===== src/rtl/bit_serial_adder_pkg.sv =====
// Shared definitions for the adder family: FSM state encoding and counter sizing.
package bit_serial_adder_pkg;

   typedef enum logic [1:0] {
      StIdle = 2'd0,
      StRun  = 2'd1,
      StDone = 2'd2
   } state_t;

   // Bit-counter width for a given operand width; never narrower than one bit.
   function automatic int unsigned cnt_w(input int unsigned width);
      return (width <= 1) ? 1 : $clog2(width);
   endfunction

endpackage


===== src/rtl/bit_serial_adder_if.sv =====
// Request/result bundle for the serial adder.
interface bit_serial_adder_if #(
   parameter int unsigned WIDTH = 8
);
   logic             start;
   logic [WIDTH-1:0] a;
   logic [WIDTH-1:0] b;
   logic             cin;
   logic             busy;
   logic             done;
   logic [WIDTH-1:0] sum;
   logic             cout;

   modport master (
      output start, a, b, cin,
      input  busy, done, sum, cout
   );

   modport slave (
      input  start, a, b, cin,
      output busy, done, sum, cout
   );
endinterface


===== src/rtl/bit_serial_adder_full_adder_1bit.sv =====
// Single-bit full-adder stage, purely combinational.
module full_adder_1bit (
   input  logic a,
   input  logic b,
   input  logic cin,
   output logic sum,
   output logic cout
);

   // Sum and majority carry of the three input bits.
   always_comb begin
      sum  = a ^ b ^ cin;
      cout = (a & b) | (a & cin) | (b & cin);
   end

endmodule


===== src/rtl/bit_serial_adder.sv =====
// LSB-first serial adder: one full-adder stage reused over WIDTH clocks, carry held in a flop.
module bit_serial_adder
   import bit_serial_adder_pkg::*;
#(
   parameter int unsigned WIDTH = 8
) (
   input logic               clk,
   input logic               rst_n,
   bit_serial_adder_if.slave bus
);

   localparam int unsigned        CNT_W    = cnt_w(WIDTH);
   localparam logic [CNT_W-1:0] LAST_CNT = CNT_W'(WIDTH - 1);

   state_t           state_q;
   logic [WIDTH-1:0] a_q;
   logic [WIDTH-1:0] b_q;
   logic [WIDTH-1:0] psum_q;
   logic [WIDTH-1:0] psum_shift;
   logic             carry_q;
   logic [CNT_W-1:0] cnt_q;
   logic             busy_q;
   logic             done_q;
   logic [WIDTH-1:0] sum_q;
   logic             cout_q;
   logic             fa_sum;
   logic             fa_cout;

   full_adder_1bit u_fa (
      .a    (a_q[0]),
      .b    (b_q[0]),
      .cin  (carry_q),
      .sum  (fa_sum),
      .cout (fa_cout)
   );

   // Partial sum shifted right with this cycle's bit entering at the MSB (also valid for WIDTH=1).
   always_comb begin
      psum_shift            = psum_q >> 1;
      psum_shift[WIDTH-1] = fa_sum;
   end

   // Serial control FSM with datapath registers and registered outputs.
   always_ff @(posedge clk or negedge rst_n) begin
      if (!rst_n) begin
         state_q <= StIdle;
         a_q     <= '0;
         b_q     <= '0;
         psum_q  <= '0;
         carry_q <= 1'b0;
         cnt_q   <= '0;
         busy_q  <= 1'b0;
         done_q  <= 1'b0;
         sum_q   <= '0;
         cout_q  <= 1'b0;
      end else begin
         unique case (state_q)
            StIdle: begin
               if (bus.start) begin
                  a_q     <= bus.a;
                  b_q     <= bus.b;
                  carry_q <= bus.cin;
                  cnt_q   <= '0;
                  busy_q  <= 1'b1;
                  state_q <= StRun;
               end
            end
            StRun: begin
               a_q     <= a_q >> 1;
               b_q     <= b_q >> 1;
               psum_q  <= psum_shift;
               carry_q <= fa_cout;
               cnt_q   <= cnt_q + CNT_W'(1);
               if (cnt_q == LAST_CNT) begin
                  // Last bit: publish the full sum including this cycle's bit.
                  sum_q   <= psum_shift;
                  cout_q  <= fa_cout;
                  done_q  <= 1'b1;
                  state_q <= StDone;
               end
            end
            StDone: begin
               done_q  <= 1'b0;
               busy_q  <= 1'b0;
               state_q <= StIdle;
            end
            default: begin
               done_q  <= 1'b0;
               busy_q  <= 1'b0;
               state_q <= StIdle;
            end
         endcase
      end
   end

   assign bus.busy = busy_q;
   assign bus.done = done_q;
   assign bus.sum  = sum_q;
   assign bus.cout = cout_q;

endmodule

===== src/flat_wrapper.sv =====
// flat-port wrapper written by rule: the top's interface ports become plain ports
module bit_serial_adder_flat import bit_serial_adder_pkg::*;
#(
   parameter int unsigned WIDTH = 8
)
  (clk, rst_n, bus_start, bus_a, bus_b, bus_cin, bus_busy, bus_done, bus_sum, bus_cout);
  bit_serial_adder_if #(.WIDTH(WIDTH)) bus_i ();
  input logic clk;
  input logic rst_n;
  input wire logic [$bits(bus_i.start)-1:0] bus_start;
  input wire logic [$bits(bus_i.a)-1:0] bus_a;
  input wire logic [$bits(bus_i.b)-1:0] bus_b;
  input wire logic [$bits(bus_i.cin)-1:0] bus_cin;
  output wire logic [$bits(bus_i.busy)-1:0] bus_busy;
  output wire logic [$bits(bus_i.done)-1:0] bus_done;
  output wire logic [$bits(bus_i.sum)-1:0] bus_sum;
  output wire logic [$bits(bus_i.cout)-1:0] bus_cout;
  assign bus_i.start = bus_start;
  assign bus_i.a = bus_a;
  assign bus_i.b = bus_b;
  assign bus_i.cin = bus_cin;
  assign bus_busy = bus_i.busy;
  assign bus_done = bus_i.done;
  assign bus_sum = bus_i.sum;
  assign bus_cout = bus_i.cout;
  bit_serial_adder #(.WIDTH(WIDTH)) u_core (.clk(clk), .rst_n(rst_n), .bus(bus_i));
endmodule

===== config.mk =====
export PLATFORM = sky130hd
export DESIGN_NAME = bit_serial_adder_flat
export DESIGN_NICKNAME = d
export VERILOG_FILES = /design/src/rtl/bit_serial_adder_pkg.sv /design/src/rtl/bit_serial_adder_if.sv /design/src/rtl/bit_serial_adder_full_adder_1bit.sv /design/src/rtl/bit_serial_adder.sv /design/src/flat_wrapper.sv
export SDC_FILE = /design/constraint.sdc
export NUM_CORES = 1
export LEC_CHECK = 0
export CELL_PAD_IN_SITES_DETAIL_PLACEMENT = 2
export CELL_PAD_IN_SITES_GLOBAL_PLACEMENT = 2
export CORE_MARGIN = 3
export CORE_UTILIZATION = 36
export CTS_CLUSTER_DIAMETER = 30
export CTS_CLUSTER_SIZE = 10
export DETAILED_ROUTE_END_ITERATION = 10
export GPL_TIMING_DRIVEN = 0
export HOLD_SLACK_MARGIN = 0.05
export PLACE_DENSITY = 0.87
export SKIP_LAST_GASP = 1
export SYNTH_ARGS = -nofsm -noshare
export SYNTH_HDL_FRONTEND = slang
export SYNTH_SLANG_ARGS = --single-unit

===== constraint.sdc =====
create_clock -name clk -period 1.6 [get_ports clk]
set_input_delay 0.24 -clock clk [delete_from_list [all_inputs] [get_ports clk]]
set_output_delay 0.24 -clock clk [all_outputs]
set_load 0.005 [all_outputs]

==> results.tsv <==
metric	value	unit
Slew Limit Fails	0	
Final Wtd Congestion	0.805	
leading area contributor after synthesis	dfrtp_1	
Initial Utilization	37.9	%
Worst slew margin	39.4	%
Most used DFF post-synth	dfrtp_1	
GRT Total Usage	16.3	%
Hold Slack	0.0715	ns
status	completed	
CP Max Fanout	5	
Synth Register Bits	40	
Die ar.	5960	um^2
flop2flop setup slack	0.09	ns
placed instance count	229	
H-tree levels	2	
Slew @ Worst Pin	0.909	ns
r2r startpoint	u_core.cnt_q[1]	
# rows	25	
top-count cell post-synth	dfrtp_1	
Syn Inst Count	132	
crit path DAT	1.69	ns
Critical Path Source Type	register	
vias in the first global route	1388	
Post-Syn Nets	155	
Post-synth EDFFs	0	
main combinational cell family by area after synthesis	simple AND/OR/NAND/NOR gates	
hold buffer count at CTS	0	
Hold Path Class	input port to asynchronous set/reset pin	
CP Data Required Time	1.78	ns
PwrDens	1850	nW/um^2
nets	194	
share of cells above drive strength 1	28.5	%
post-synthesis xor/xnor area fraction	0	%
RR Endpoint	u_core.bus.sum[3]	
Area contributors post-synth	dfrtp_1 (55%), mux2_4 (7.4%), o221a_2 (5.6%), or4b_1 (4.9%), mux2_2 (4.3%)	
Fmax	661	MHz
MaxCap Viol Count	0	
Final Util	48.1	%
port bufs	30	
Cell variety after synth	26	
syn_area_per_cell	13.8	um^2
antenna violations before repair	0	
post-synthesis compound-gate area fraction	12.1	%
Tcrit/Tclk final	94.5	%
CTS Buf Count	5	
n_diodes	0	
vias	1264	
Wirelength per Cell	19.2	um
Crit. End Element	register	
DRC viols	0	
Final Hold Viols	0	
Fill cells	500	
CTS tree	built	
Root Buffer	clkbuf_8	
Synth Area in Simple Gates	13.0	%
DIE HEIGHT	77.2	um
drt total wl	4.59	mm
post-route setup slack	0.0875	ns
Die W	77.2	um
Layout area overhead	27.1	%
Core Region	4820	um^2
maximum vdd drop	0.648	mV
async set or reset register ratio after synthesis	100	%
first-pass GRT wire length	7.37	mm
IO Count	31	
Yosys top cell area share	54.9	%
pre-CTS setup slack	-0.118	ns
synth cell count leaders	dfrtp_1 (40), buf_2 (9), mux2_4 (9), o221a_2 (9), or4b_1 (9)	
Via density	5.29	
post-synthesis mux area share	12.3	%
grt ovf	0	
DR iter-0 viols	38	
total iterations of the first detailed-routing run	4	
Synth Area in Adders	2.47	%
Seq/Total Area, Yosys	54.9	%
Worst-Skew Late Latency	0.29	ns
largest net degree at the start of global routing	41	
Clock Tree Buf Depth	2	
final setup fails	0	
clk slew on worst S/H paths	0.07	ns
CTS sink cnt	40	
fin cells	239	
R2R depth	5	
Post-Syn Area	1820	um^2
Clock Skews	0.00526	ns
critical path class	register to register	
Final ANT Viol Nets	0	
HPWL after DPL	3.25	mm
min Tclk post-route	1.51	ns
number of synthesis warnings	0	
total leakage power	1.02	nW
logic make-up after synthesis:
kind of cell / count (synthesis)
adders and majority gates: 3
DFF: 40
buffers and inverters: 20
and+or+nand+nor: 28
AOI/OAI and AO/OA: 24
muxes: 17
how the worst max path moves through the flow:
stage                     from           endpoint  slack, ns
6_report       u_core.cnt_q[1]  u_core.bus.sum[3]       0.09
4_1_cts        u_core.cnt_q[0]  u_core.bus.sum[3]       0.02
2_1_floorplan  u_core.cnt_q[0]    u_core.bus.cout       0.15
5_1_grt        u_core.cnt_q[0]  u_core.bus.sum[7]    -0.0002
3_3_place_gp             rst_n      u_core.b_q[2]      -0.62
3_5_place_dp         bus_start      u_core.b_q[1]      -0.12
what timing repair did:
item	CTS	global route
setup buffers	0	1
setup endpoints to repair	4	9
cloned	0	1
pin swaps	0	0
resized for setup	1	4
metal layers:
metal	share of wire, %	vias to the layer above	global-route usage [%]
met3	2.9	7	3.05
li1	-	574	-
met1	41	654	18.3
met4	1.6	0	6.94
met2	55	29	29.7
met5	0	-	0
power by group:
part           total, W  switching [W]  internal (W)
Sequential      0.00180       0.000307       0.00149
Clock          0.000696       0.000344      0.000352
Combinational   0.00180       0.000733       0.00107
Total           0.00429        0.00138       0.00291
stage by stage:
stage               setup TNS, ns  area [um^2]  total power, W
global placement           -25.44         2210         0.00343
CTS                             0         2300         0.00435
floorplan                       0         1820         0.00288
global route            -0.000185         2320         0.00462
detailed placement          -1.29         2200         0.00360
finish                          0         2320         0.00429
cell type report:
cell class                 instances  area [um^2]  share of cell area [%]
buffer                            12         68.8                    2.97
sequential                        40         1000                    43.2
timing repair buffer              32          314                    13.5
multi-input combinational         72          731                    31.5
inverter                           8         30.0                    1.30
clock buffer                       8         90.1                    3.89
tap                               67         83.8                    3.62
worst max-delay path, cell delays in order (launching register included):
cell and delay (ns):
dfrtp_1 0.39, ha_1 0.19, ha_2 0.19, nand3b_1 0.16, buf_6 0.16, mux2_4 0.30
cell usage in the layout (no fill, tap or decap), drive strengths merged, types with 3 or more instances in the layout:
master and count:
nor3b 5, nand2b 3, a221oi 3, or4b 9
o221a 9, a21oi 3, inv 8, nor4b 6
mux2 16, clkbuf 9, a211oi 3, clkdlybuf4s50 29
buf 14, dfrtp 40
sequential cells by signal, summed over array words and instances, names as in the netlist, 2 cells and up:
name / count
u_core.bus.sum: 8
u_core.state_q: 2
u_core.psum_q: 7
u_core.b_q: 8
u_core.a_q: 8
u_core.cnt_q: 3
No activity file was read; power rests on OpenSTA's default activity.
